## src/rtl/trng_pkg.sv

```systemverilog
// Shared definitions for the ring-oscillator TRNG post-processing chain.
package trng_pkg;

  typedef enum logic {
    ST_IDLE       = 1'b0,
    ST_HAVE_FIRST = 1'b1
  } pair_state_e;

  localparam int TRNG_WORD_W    = 8;
  localparam int TRNG_REP_LIMIT = 32;

  function automatic int clog2(input int value);
    int result;
    result = 0;
    while ((1 << result) < value) result++;
    return result;
  endfunction

endpackage

```

## src/rtl/trng_vn_extractor.sv

```systemverilog
// Von Neumann pair extractor: emits one debiased bit per unequal raw-bit pair.
module trng_vn_extractor
  import trng_pkg::*;
(
  input  logic clk,
  input  logic rst_n,
  input  logic ena,
  input  logic sample_en,
  input  logic raw_bit,
  output logic bit_valid,
  output logic bit_out
);

  pair_state_e state_q, state_d;
  logic        first_q, first_d;

  // bit_valid is combinational so a word can complete on the edge that registers its last raw bit
  always_comb begin
    state_d   = state_q;
    first_d   = first_q;
    bit_valid = 1'b0;
    bit_out   = first_q;
    if (!ena) begin
      state_d = ST_IDLE;
    end else if (sample_en) begin
      case (state_q)
        ST_IDLE: begin
          first_d = raw_bit;
          state_d = ST_HAVE_FIRST;
        end
        ST_HAVE_FIRST: begin
          state_d   = ST_IDLE;
          bit_valid = (raw_bit != first_q);
        end
        default: state_d = ST_IDLE;
      endcase
    end
  end

  always_ff @(posedge clk) begin
    if (!rst_n) begin
      state_q <= ST_IDLE;
      first_q <= 1'b0;
    end else begin
      state_q <= state_d;
      first_q <= first_d;
    end
  end

endmodule

```

## src/rtl/trng_vn_packer.sv

```systemverilog
// Debiases the synchronised raw TRNG stream and packs it into WIDTH-bit valid/ready words.
// Define TRNG_HEALTH_EN to add the sticky repetition-count health test.
module trng_vn_packer
  import trng_pkg::*;
#(
  parameter int WIDTH     = TRNG_WORD_W,
  parameter int REP_LIMIT = TRNG_REP_LIMIT
) (
  input  logic             clk,
  input  logic             rst_n,
  input  logic             ena,
  input  logic             raw_bit,
  input  logic             sample_en,
  output logic [WIDTH-1:0] out_data,
  output logic             out_valid,
  input  logic             out_ready,
  output logic             overflow,
  output logic             health_fail
);

  localparam int             CNT_W    = clog2(WIDTH);
  localparam logic [CNT_W-1:0] LAST_IDX = CNT_W'(WIDTH - 1);

  logic             bit_valid;
  logic             bit_out;
  logic             words_blocked;

  logic [WIDTH-2:0] shift_q, shift_d;
  logic [CNT_W-1:0] count_q, count_d;
  logic [WIDTH-1:0] out_data_q, out_data_d;
  logic             out_valid_q, out_valid_d;
  logic             overflow_q, overflow_d;

  trng_vn_extractor u_extractor (
    .clk       (clk),
    .rst_n     (rst_n),
    .ena       (ena),
    .sample_en (sample_en),
    .raw_bit   (raw_bit),
    .bit_valid (bit_valid),
    .bit_out   (bit_out)
  );

  // The final bit of a word bypasses shift so the holding register loads on the completing edge
  always_comb begin
    shift_d     = shift_q;
    count_d     = count_q;
    out_data_d  = out_data_q;
    out_valid_d = out_valid_q;
    overflow_d  = overflow_q;
    if (out_valid_q && out_ready) begin
      out_valid_d = 1'b0;
    end
    if (bit_valid) begin
      if (count_q != LAST_IDX) begin
        shift_d[count_q] = bit_out;
        count_d          = count_q + 1'b1;
      end else if (words_blocked) begin
        count_d = '0;
      end else if (!out_valid_q || out_ready) begin
        out_data_d  = {bit_out, shift_q};
        out_valid_d = 1'b1;
        count_d     = '0;
      end else begin
        overflow_d = 1'b1;
      end
    end
  end

  always_ff @(posedge clk) begin
    if (!rst_n) begin
      shift_q     <= '0;
      count_q     <= '0;
      out_data_q  <= '0;
      out_valid_q <= 1'b0;
      overflow_q  <= 1'b0;
    end else begin
      shift_q     <= shift_d;
      count_q     <= count_d;
      out_data_q  <= out_data_d;
      out_valid_q <= out_valid_d;
      overflow_q  <= overflow_d;
    end
  end

`ifdef TRNG_HEALTH_EN
  localparam int               RUN_W   = clog2(REP_LIMIT + 1);
  localparam logic [RUN_W-1:0] RUN_MAX = RUN_W'(REP_LIMIT);

  logic [RUN_W-1:0] run_q, run_d;
  logic             last_q, last_d;
  logic             health_fail_q, health_fail_d;

  // run_q == 0 only before the first sample, so it doubles as the "no previous bit" flag
  always_comb begin
    run_d         = run_q;
    last_d        = last_q;
    health_fail_d = health_fail_q;
    if (ena && sample_en) begin
      last_d = raw_bit;
      if (run_q == '0 || raw_bit != last_q) begin
        run_d = RUN_W'(1);
      end else if (run_q != RUN_MAX) begin
        run_d = run_q + 1'b1;
      end
      if (run_d == RUN_MAX) begin
        health_fail_d = 1'b1;
      end
    end
  end

  always_ff @(posedge clk) begin
    if (!rst_n) begin
      run_q         <= '0;
      last_q        <= 1'b0;
      health_fail_q <= 1'b0;
    end else begin
      run_q         <= run_d;
      last_q        <= last_d;
      health_fail_q <= health_fail_d;
    end
  end

  assign words_blocked = health_fail_q;
  assign health_fail   = health_fail_q;
`else
  assign words_blocked = 1'b0;
  assign health_fail   = 1'b0;
`endif

  assign out_data  = out_data_q;
  assign out_valid = out_valid_q;
  assign overflow  = overflow_q;

endmodule
```

## config.mk

```make
export PLATFORM = sky130hd
export DESIGN_NAME = trng_vn_packer
export DESIGN_NICKNAME = d
export VERILOG_FILES = /design/src/rtl/trng_pkg.sv /design/src/rtl/trng_vn_extractor.sv /design/src/rtl/trng_vn_packer.sv
export SDC_FILE = /design/constraint.sdc
export NUM_CORES = 1
export LEC_CHECK = 0
export ABC_AREA = 1
export CELL_PAD_IN_SITES_DETAIL_PLACEMENT = 2
export CELL_PAD_IN_SITES_GLOBAL_PLACEMENT = 2
export CORE_MARGIN = 4
export CORE_UTILIZATION = 31
export CTS_CLUSTER_DIAMETER = 100
export DETAILED_ROUTE_END_ITERATION = 10
export PLACE_DENSITY_LB_ADDON = 0.1
export SLEW_MARGIN = 20
export SYNTH_ARGS = -nofsm -noshare
export SYNTH_HDL_FRONTEND = slang
export SYNTH_SLANG_ARGS = --single-unit
export TNS_END_PERCENT = 50
```

## constraint.sdc

```tcl
create_clock -name clk -period 2.57 [get_ports clk]
set_input_delay 0.771 -clock clk [delete_from_list [all_inputs] [get_ports clk]]
set_output_delay 0.771 -clock clk [all_outputs]
set_load 0.02 [all_outputs]
```

==> impl_metrics.env, run 1 <==
export IMPL_reg2reg_depth=7
export IMPL_rrSetupSlack_ns=0.76
export IMPL_grt_overflow_total=0
export IMPL_nets=190
export IMPL_setup_slack_ns=0.500
export IMPL_worstHoldStart="overflow"
export IMPL_min_to="overflow"
export IMPL_final_setup_viol_count=0
export IMPL_tns_ns=0
export IMPL_worstPathCellList="clkdlybuf4s50_1"
export IMPL_drc=0
export IMPL_crit_type="reg2out"
export IMPL_layout_drive_gt1_share=0.0773
export IMPL_hold_depth=1
export IMPL_hpwl_um=2300
export IMPL_hold_violations=0
export IMPL_worstSetupStartpointType="flop"
export IMPL_antenna_found_initial=0
export IMPL_finalCriticalPeriod_ns=2.07
export IMPL_cp_arrival_ns=1.30
export IMPL_avgSynthCellArea_um2=6.78
export IMPL_max_cap_violations=0
export IMPL_yosysTopAreaCell="dfxtp_1"
export IMPL_r2r_start="count_q[1]"
export IMPL_die_y_um=68.3
export IMPL_viasPerCell=4.67
export IMPL_cts_tree="done"
export IMPL_yosysWarnings=0
export IMPL_clock_path_buffers=2
export IMPL_finClkSkew_ns=0.00119
export IMPL_cp_buffers_inverters=1
export IMPL_yosysTopAreaCellShare=0.391
export IMPL_worstReg2RegEnd="shift_q[0]"
export IMPL_syn_to_final_growth_pct=17.4
export IMPL_final_cell_area_um2=1320
export IMPL_utilization=0.387
export IMPL_syn_area_um2=1130
export IMPL_ir_worst_vdd_mv=0.310
export IMPL_io_buffers=15
export IMPL_avgRoutedWirePerCell_um=13.3
export IMPL_syn_num_nets=174
export IMPL_post_cts_buffers=0
export IMPL_htree_num_levels=1
export IMPL_syn_instance_count=166
export IMPL_die_w_um=68.3
export IMPL_cp_max_fo=2
export IMPL_seq_area_frac_synth=0.391
export IMPL_grt_first_pass_wirelength_um=5230
export IMPL_synth_seq_cells=22
export IMPL_die_area_um2=4660
export IMPL_status="finished, final reports clean"
export IMPL_n_antenna_cell=0
export IMPL_core_um2=3420
export IMPL_grt_max_degree=20
export IMPL_synth_area_leaders="dfxtp_1 39%, nor2_1 15%, nand2_1 12%"
export IMPL_track_usage=0.152
export IMPL_clock_latency_ns=0.31
export IMPL_final_cell_mix="44 x nor2_1, 36 x nand2_1, 23 x inv_1"
export IMPL_numCtsBuffers=3
export IMPL_start_util=0.330
export IMPL_gp_congestion=0.719
export IMPL_leakage_nw=0.593
export IMPL_grt_pass1_vias=1206
export IMPL_num_vias=1061
export IMPL_cp_top_family="buffers and inverters"
export IMPL_slew_viol_final=0
export IMPL_cts_num_sinks=22
export IMPL_dr_pass1_iters=4
export IMPL_busiest_layer="met2"
export IMPL_routed_wl_um=3030
export IMPL_cts_resized=0
export IMPL_rows=21
export IMPL_end_kind="primary output"
export IMPL_pre_cts_ws_ns=0.344
export IMPL_fmax_mhz=483
export IMPL_critPathSlowestCell="clkdlybuf4s50_1"
export IMPL_fin_crit_sh=0.806
export IMPL_fillers=420
export IMPL_met1_usage=0.151
export IMPL_place_area_um2=1290
export IMPL_drtIter0Drc=42
export IMPL_synth_distinct_cells=21
export IMPL_antenna_left=0
export IMPL_power_density_nw_per_um2=442
export IMPL_met2_usage=0.310
export IMPL_num_io_pins=17
export IMPL_whs_ns=0.482
export IMPL_slowest_delay_ns=0.61
export IMPL_groute_layer_met3_usage=0.0411
export IMPL_rsz0062_at_grt="false"
export IMPL_clk_pin_slew_ns=0.12
export IMPL_cp_required_ns=1.80
export IMPL_min_path_type="reg2reg"
export IMPL_cts_root_buf="clkbuf_4"
export IMPL_final_common_cell="nor2_1"
export IMPL_postCtsHoldBufs=0
-- power breakdown --
part           leakage (nW)  switching [mW]  internal (mW)
sequential            0.177         0.00315          0.343
combinational         0.395          0.0276         0.0155
clock                0.0210           0.108         0.0865
total                 0.593           0.139          0.445
-- worst max-delay path by stage --
stage,startpoint,endpoint,depth (start not counted)
floorplan,raw_bit,out_data[7],7
global placement,sample_en,out_data[5],6
detailed placement,sample_en,out_data[6],7
CTS,out_valid,out_valid,1
global route,out_data[2],out_data[2],1
finish,out_valid,out_valid,1
-- cell families after synthesis --
| family | after synthesis | synth area share |
|---|---|---|
| and+or+nand+nor | 104 | 0.416 |
| AOI/OAI and AO/OA | 7 | 0.0333 |
| adders and majority gates | 2 | 0.0222 |
| DFF | 22 | 0.391 |
| buffers and inverters | 30 | 0.134 |
| other | 1 | 0.00333 |
-- registers in the layout, indices dropped and copies added (netlist names) --
name,count
count_q,3
out_data,8
out_valid,1
overflow,1
shift_q,7
u_extractor.bit_out,1
u_extractor.state_q,1
-- routing by layer --
layer | share of wire | routed length [um]
met5 | 0 | 0
met4 | 0.0063 | 19
met3 | 0.039 | 118
met2 | 0.56 | 1680
met1 | 0.40 | 1210
-- area by class of cell --
type                    instances  area, um^2  share of cell area
repair buffers                 16         158               0.119
multi-input cells             114         534               0.404
inverters                      25        96.3              0.0728
flip-flops and latches         22         440               0.333
clock buffers                   4        36.3              0.0274
well taps                      46        57.6              0.0435
-- stage by stage --
stage / instances / total power, mW
global route: 227 / 0.615
global placement: 223 / 0.395
floorplan: 166 / 0.384
detailed placement: 223 / 0.398
finish: 227 / 0.584
CTS: 227 / 0.598
-- synthesized netlist by cell type (all sizes together) --
library cell	instances
nor2	46
nand2	40
inv	24
dfxtp	22
nand4	8
nand3	7
a21oi	5
buf	4
nor3	3
ha	2
clkbuf	1
clkinv	1
conb	1
o21a	1
o21ai	1
Power figures use the tool's default switching activity.
==> run 2: changes to the inputs <==
--- a/config.mk
+++ b/config.mk
@@ -9,7 +9,7 @@
 export CELL_PAD_IN_SITES_DETAIL_PLACEMENT = 2
 export CELL_PAD_IN_SITES_GLOBAL_PLACEMENT = 2
 export CORE_MARGIN = 4
-export CORE_UTILIZATION = 31
+export CORE_UTILIZATION = 26
 export CTS_CLUSTER_DIAMETER = 100
 export DETAILED_ROUTE_END_ITERATION = 10
 export PLACE_DENSITY_LB_ADDON = 0.1
==> constraint.sdc (replaced) <==
create_clock -name clk -period 1.85 [get_ports clk]
set_input_delay 0.555 -clock clk [delete_from_list [all_inputs] [get_ports clk]]
set_output_delay 0.555 -clock clk [all_outputs]
set_load 0.02 [all_outputs]
==> run 2 against run 1 <==
Critical path depth unchanged. Final area increased by 7.2%. Final cell count increased by 4.4%. Critical endpoint unchanged.
==> impl_metrics.env, run 2 (synthesis results as in run 1) <==
export IMPL_min_path_type="reg2reg"
export IMPL_rsz0062_at_grt="false"
export IMPL_layout_cells_non_filler=237
export IMPL_power_frac_comb=0.074
export IMPL_switching_share=0.233
export IMPL_fin_crit_sh=0.961
export IMPL_cp_top_family="buffers and inverters"
export IMPL_grt_pass1_vias=1165
export IMPL_track_usage=0.129
export IMPL_status="finished, final reports clean"
export IMPL_die_y_um=73.8
export IMPL_worstPathCellList="clkdlybuf4s50_1"
export IMPL_clk_pin_slew_ns=0.09
export IMPL_start_util=0.276
export IMPL_rows=23
export IMPL_worstReg2RegEnd="out_data[4]"
export IMPL_cts_num_sinks=22
export IMPL_critPathSlowestCell="clkdlybuf4s50_1"
export IMPL_fmax_mhz=562
export IMPL_cts_tree="done"
export IMPL_worstHoldStart="overflow"
export IMPL_hpwl_um=2330
export IMPL_met2_usage=0.229
export IMPL_core_um2=4090
export IMPL_p_switching_mw=0.211
export IMPL_htree_num_levels=1
export IMPL_max_cap_violations=0
export IMPL_io_buffers=15
export IMPL_p_clk_frac=0.395
export IMPL_place_inst=231
export IMPL_cp_arrival_ns=1.22
export IMPL_final_setup_viol_count=0
export IMPL_cp_max_fo=2
export IMPL_hold_depth=1
export IMPL_drtIter0Drc=15
export IMPL_layout_drive_gt1_share=0.112
export IMPL_routed_wl_um=3170
export IMPL_gp_congestion=0.740
export IMPL_min_to="overflow"
export IMPL_tns_ns=0
export IMPL_avgRoutedWirePerCell_um=13.4
export IMPL_worstSetupStartpointType="flop"
export IMPL_seq_power_share=0.531
export IMPL_reg2reg_depth=7
export IMPL_antenna_left=0
export IMPL_slew_viol_final=0
export IMPL_largest_reg_flops=8
export IMPL_viasPerCell=4.58
export IMPL_final_common_cell="nor2_1"
export IMPL_grt_max_degree=20
export IMPL_finClkSkew_ns=0.00736
export IMPL_met1_usage=0.148
export IMPL_cts_root_buf="clkbuf_8"
export IMPL_slowest_delay_ns=0.61
export IMPL_num_vias=1085
export IMPL_drc=0
export IMPL_grt_first_pass_wirelength_um=5320
export IMPL_groute_layer_met3_usage=0.0219
export IMPL_power_density_nw_per_um2=638
export IMPL_rrSetupSlack_ns=0.26
export IMPL_dr_pass1_iters=2
export IMPL_nets=196
export IMPL_grt_overflow_total=0
export IMPL_clock_path_buffers=2
export IMPL_cp_buffers_inverters=1
export IMPL_antenna_found_initial=0
export IMPL_numCtsBuffers=3
export IMPL_whs_ns=0.479
export IMPL_die_area_um2=5450
export IMPL_syn_to_final_growth_pct=25.9
export IMPL_n_antenna_cell=0
export IMPL_num_io_pins=17
export IMPL_clock_latency_ns=0.27
export IMPL_r2r_start="count_q[0]"
export IMPL_end_kind="primary output"
export IMPL_leakage_nw=0.640
export IMPL_crit_type="reg2out"
export IMPL_final_cell_mix="44 x nor2_1, 36 x nand2_1, 23 x inv_1"
export IMPL_p_int_mw=0.693
export IMPL_cp_required_ns=1.29
export IMPL_finalCriticalPeriod_ns=1.78
export IMPL_hold_violations=0
export IMPL_ir_worst_vdd_mv=0.190
export IMPL_busiest_layer="met2"
export IMPL_die_w_um=73.8
## run 2: cell count changes in the layout (fill, tap and decap cells not counted), sizes merged
cell	change
buf	+6
## run 2: worst max-delay path by stage
| stage | start | endpoint | slack, ns | depth (start not counted) |
|---|---|---|---|---|
| floorplan | count_q[1] | shift_q[0] | 0.40 | 7 |
| global placement | sample_en | out_data[7] | -0.09 | 6 |
| detailed placement | sample_en | count_q[1] | -0.20 | 6 |
| CTS | out_valid | out_valid | 0.05 | 1 |
| global route | out_valid | out_valid | 0.02 | 1 |
| finish | out_valid | out_valid | 0.07 | 1 |
## run 2: per-layer routing
metal | part of all wire | routed length, um | vias up
li1 | - | - | 546
met2 | 0.51 | 1620 | 12
met1 | 0.45 | 1420 | 521
met3 | 0.022 | 69 | 6
met5 | 0 | 0 | -
met4 | 0.019 | 61 | 0
## run 2: layout make-up
class	count	area [um^2]
repair buffers	22	228
well taps	50	62.6
clock buffers	4	55.1
multi-input cells	114	534
flip-flops and latches	22	442
fillers	513	2670
inverters	25	96.3
## run 2: metrics by stage
step                setup slack [ns]   util  total power, mW  cell area, um^2
floorplan                      0.397      -            0.534             1130
finish                        0.0716  0.347            0.905             1420
global route                  0.0156  0.347            0.950             1420
detailed placement            -0.197  0.326            0.559             1330
CTS                           0.0549  0.340            0.925             1390
global placement             -0.0852  0.326            0.556             1330
## run 2: what timing repair did
item	CTS	global route
resized for setup	0	1
setup endpoints to repair	0	6
hold buffers	0	0
setup buffers	0	2
## run 2: power groups by stage
stage,clock network (mW),registers (mW),logic [mW]
after floorplan,0,0.491,0.0428
after global placement,0,0.492,0.0645
after CTS,0.376,0.481,0.0679
after global routing,0.394,0.481,0.0748
final,0.357,0.480,0.0670
after detailed placement,0,0.492,0.0675
## run 2: worst reg2reg max path: cells and delay by family (launching register included)
| family | cells | cell delay, ns |
|---|---|---|
| flip-flops | 1 | 0.44 |
| adder cells (fa/ha/maj) | 2 | 0.43 |
| AND/OR/NAND/NOR | 3 | 0.28 |
| buffers and inverters | 2 | 0.33 |
==> run 3: changes to the inputs <==
--- a/config.mk
+++ b/config.mk
@@ -6,13 +6,11 @@
 export NUM_CORES = 1
 export LEC_CHECK = 0
 export ABC_AREA = 1
-export CELL_PAD_IN_SITES_DETAIL_PLACEMENT = 2
-export CELL_PAD_IN_SITES_GLOBAL_PLACEMENT = 2
 export CORE_MARGIN = 4
-export CORE_UTILIZATION = 26
+export CORE_UTILIZATION = 47
 export CTS_CLUSTER_DIAMETER = 100
 export DETAILED_ROUTE_END_ITERATION = 10
-export PLACE_DENSITY_LB_ADDON = 0.1
+export PLACE_DENSITY = 0.74
 export SLEW_MARGIN = 20
 export SYNTH_ARGS = -nofsm -noshare
 export SYNTH_HDL_FRONTEND = slang
==> run 3 against run 2 <==
Final area decreased by 4.4%. Register-to-register slack improved by 0.03 ns. Final cell count decreased by 10%. Global-route usage increased by 0.60 points. Largest power group unchanged.
==> impl_metrics.env, run 3 (synthesis results as in run 1) <==
export IMPL_final_setup_viol_count=0
export IMPL_io_buffers=15
export IMPL_layout_cells_non_filler=213
export IMPL_grt_first_pass_wirelength_um=3600
export IMPL_min_path_type="reg2reg"
export IMPL_multiInputGateArea_um2=534
export IMPL_switching_share=0.222
export IMPL_cts_resized=0
export IMPL_grt_overflow_total=0
export IMPL_totalPowerFinal_mw=0.800
export IMPL_routed_wl_um=1980
export IMPL_viasPerCell=4.79
export IMPL_post_cts_buffers=0
export IMPL_power_frac_comb=0.077
export IMPL_drtIter0Drc=32
export IMPL_utilization=0.601
export IMPL_finClkSkew_ns=0.00619
export IMPL_hold_violations=0
export IMPL_fillers=200
export IMPL_drc=0
export IMPL_slew_viol_final=0
export IMPL_reg2reg_depth=7
export IMPL_place_inst=209
export IMPL_cp_arrival_ns=1.83
export IMPL_cts_num_sinks=22
export IMPL_p_clk_frac=0.322
export IMPL_hold_depth=1
export IMPL_seq_area_um2=440
export IMPL_final_cell_area_um2=1360
export IMPL_max_cap_violations=0
export IMPL_start_util=0.499
export IMPL_dr_pass1_iters=4
export IMPL_power_density_nw_per_um2=591
export IMPL_fmax_mhz=615
export IMPL_cts_root_buf="clkbuf_4"
export IMPL_p_int_mw=0.622
export IMPL_ir_worst_vdd_mv=0.355
export IMPL_rsz0062_at_grt="false"
export IMPL_die_w_um=57.0
export IMPL_tns_ns=0
export IMPL_p_switching_mw=0.178
export IMPL_seq_power_share=0.601
export IMPL_clock_latency_ns=0.30
export IMPL_cp_max_fo=12
export IMPL_htree_num_levels=1
export IMPL_rows=17
export IMPL_antenna_left=0
export IMPL_num_io_pins=17
export IMPL_num_vias=1021
export IMPL_clk_pin_slew_ns=0.12
export IMPL_final_cell_mix="44 x nor2_1, 36 x nand2_1, 23 x inv_1"
export IMPL_finalCriticalPeriod_ns=1.62
export IMPL_crit_type="in2reg"
export IMPL_core_um2=2250
export IMPL_fin_crit_sh=0.878
export IMPL_syn_to_final_growth_pct=20.3
export IMPL_critPathSlowestCell="clkdlybuf4s50_1"
export IMPL_grt_pass1_vias=907
export IMPL_hpwl_um=1500
export IMPL_worstPathCellList="clkdlybuf4s50_1 -> nand3_1 -> nor2_4 -> nand2_1 -> nand2_1 -> a21oi_1"
export IMPL_clock_path_buffers=2
export IMPL_path_common_cell="nand2_1"
export IMPL_cts_tree="done"
export IMPL_place_area_um2=1290
export IMPL_worstSetupStartpointType="primary input"
export IMPL_n_antenna_cell=0
export IMPL_cp_required_ns=2.05
export IMPL_track_usage=0.135
export IMPL_gp_congestion=0.809
export IMPL_grt_max_degree=17
export IMPL_avgRoutedWirePerCell_um=9.31
export IMPL_die_y_um=57.0
export IMPL_slowest_delay_ns=0.53
export IMPL_layout_drive_gt1_share=0.0973
export IMPL_leakage_nw=0.799
export IMPL_die_area_um2=3240
export IMPL_final_common_cell="nor2_1"
export IMPL_status="finished, final reports clean"
export IMPL_antenna_found_initial=0
export IMPL_postCtsHoldBufs=0
export IMPL_end_kind="flop"
export IMPL_numCtsBuffers=3
export IMPL_largest_reg_flops=8
export IMPL_nets=194
export IMPL_rrSetupSlack_ns=0.29
run 3: critical path, delay by kind of cell:
| kind | cells | cell delay, ns |
|---|---|---|
| simple gates | 4 | 0.68 |
| buf+inv | 1 | 0.53 |
| compound gates | 1 | 0.06 |
run 3: final timing paths:
| kind | startpoint | end |
|---|---|---|
| max reg2reg | count_q[1] | shift_q[0] |
| max | sample_en | count_q[2] |
| min reg2reg | overflow | overflow |
| min | overflow | overflow |
run 3: stage by stage:
| step | hold WS, ns | setup WS [ns] |
|---|---|---|
| 2_1_floorplan | 0.455 | 0.397 |
| 4_1_cts | 0.494 | 0.0190 |
| 3_5_place_dp | 0.472 | -0.0810 |
| 6_report | 0.488 | 0.225 |
| 5_1_grt | 0.506 | 0.126 |
| 3_3_place_gp | 0.453 | -0.0152 |
run 3: routing by layer:
layer	track usage	routed length, um	part of all wire	vias up
li1	-	-	-	548
met1	0.164	895	0.45	447
met2	0.233	959	0.48	21
met3	0.0249	89	0.045	5
met4	0.0530	39	0.020	0
met5	0	0	0	-
run 3: cell type report:
class	count	area share
multi-input combinational	114	0.394
clock buffer	4	0.0268
sequential	22	0.325
timing repair buffer	20	0.157
tap	28	0.0259
inverter	25	0.0711
run 3: power groups by stage:
stage / Clock [mW] / Sequential, mW / Combinational, mW
floorplan: 0 / 0.491 / 0.0428
global placement: 0 / 0.491 / 0.0600
detailed placement: 0 / 0.492 / 0.0619
CTS: 0.269 / 0.481 / 0.0622
global route: 0.295 / 0.482 / 0.0687
finish: 0.258 / 0.481 / 0.0617
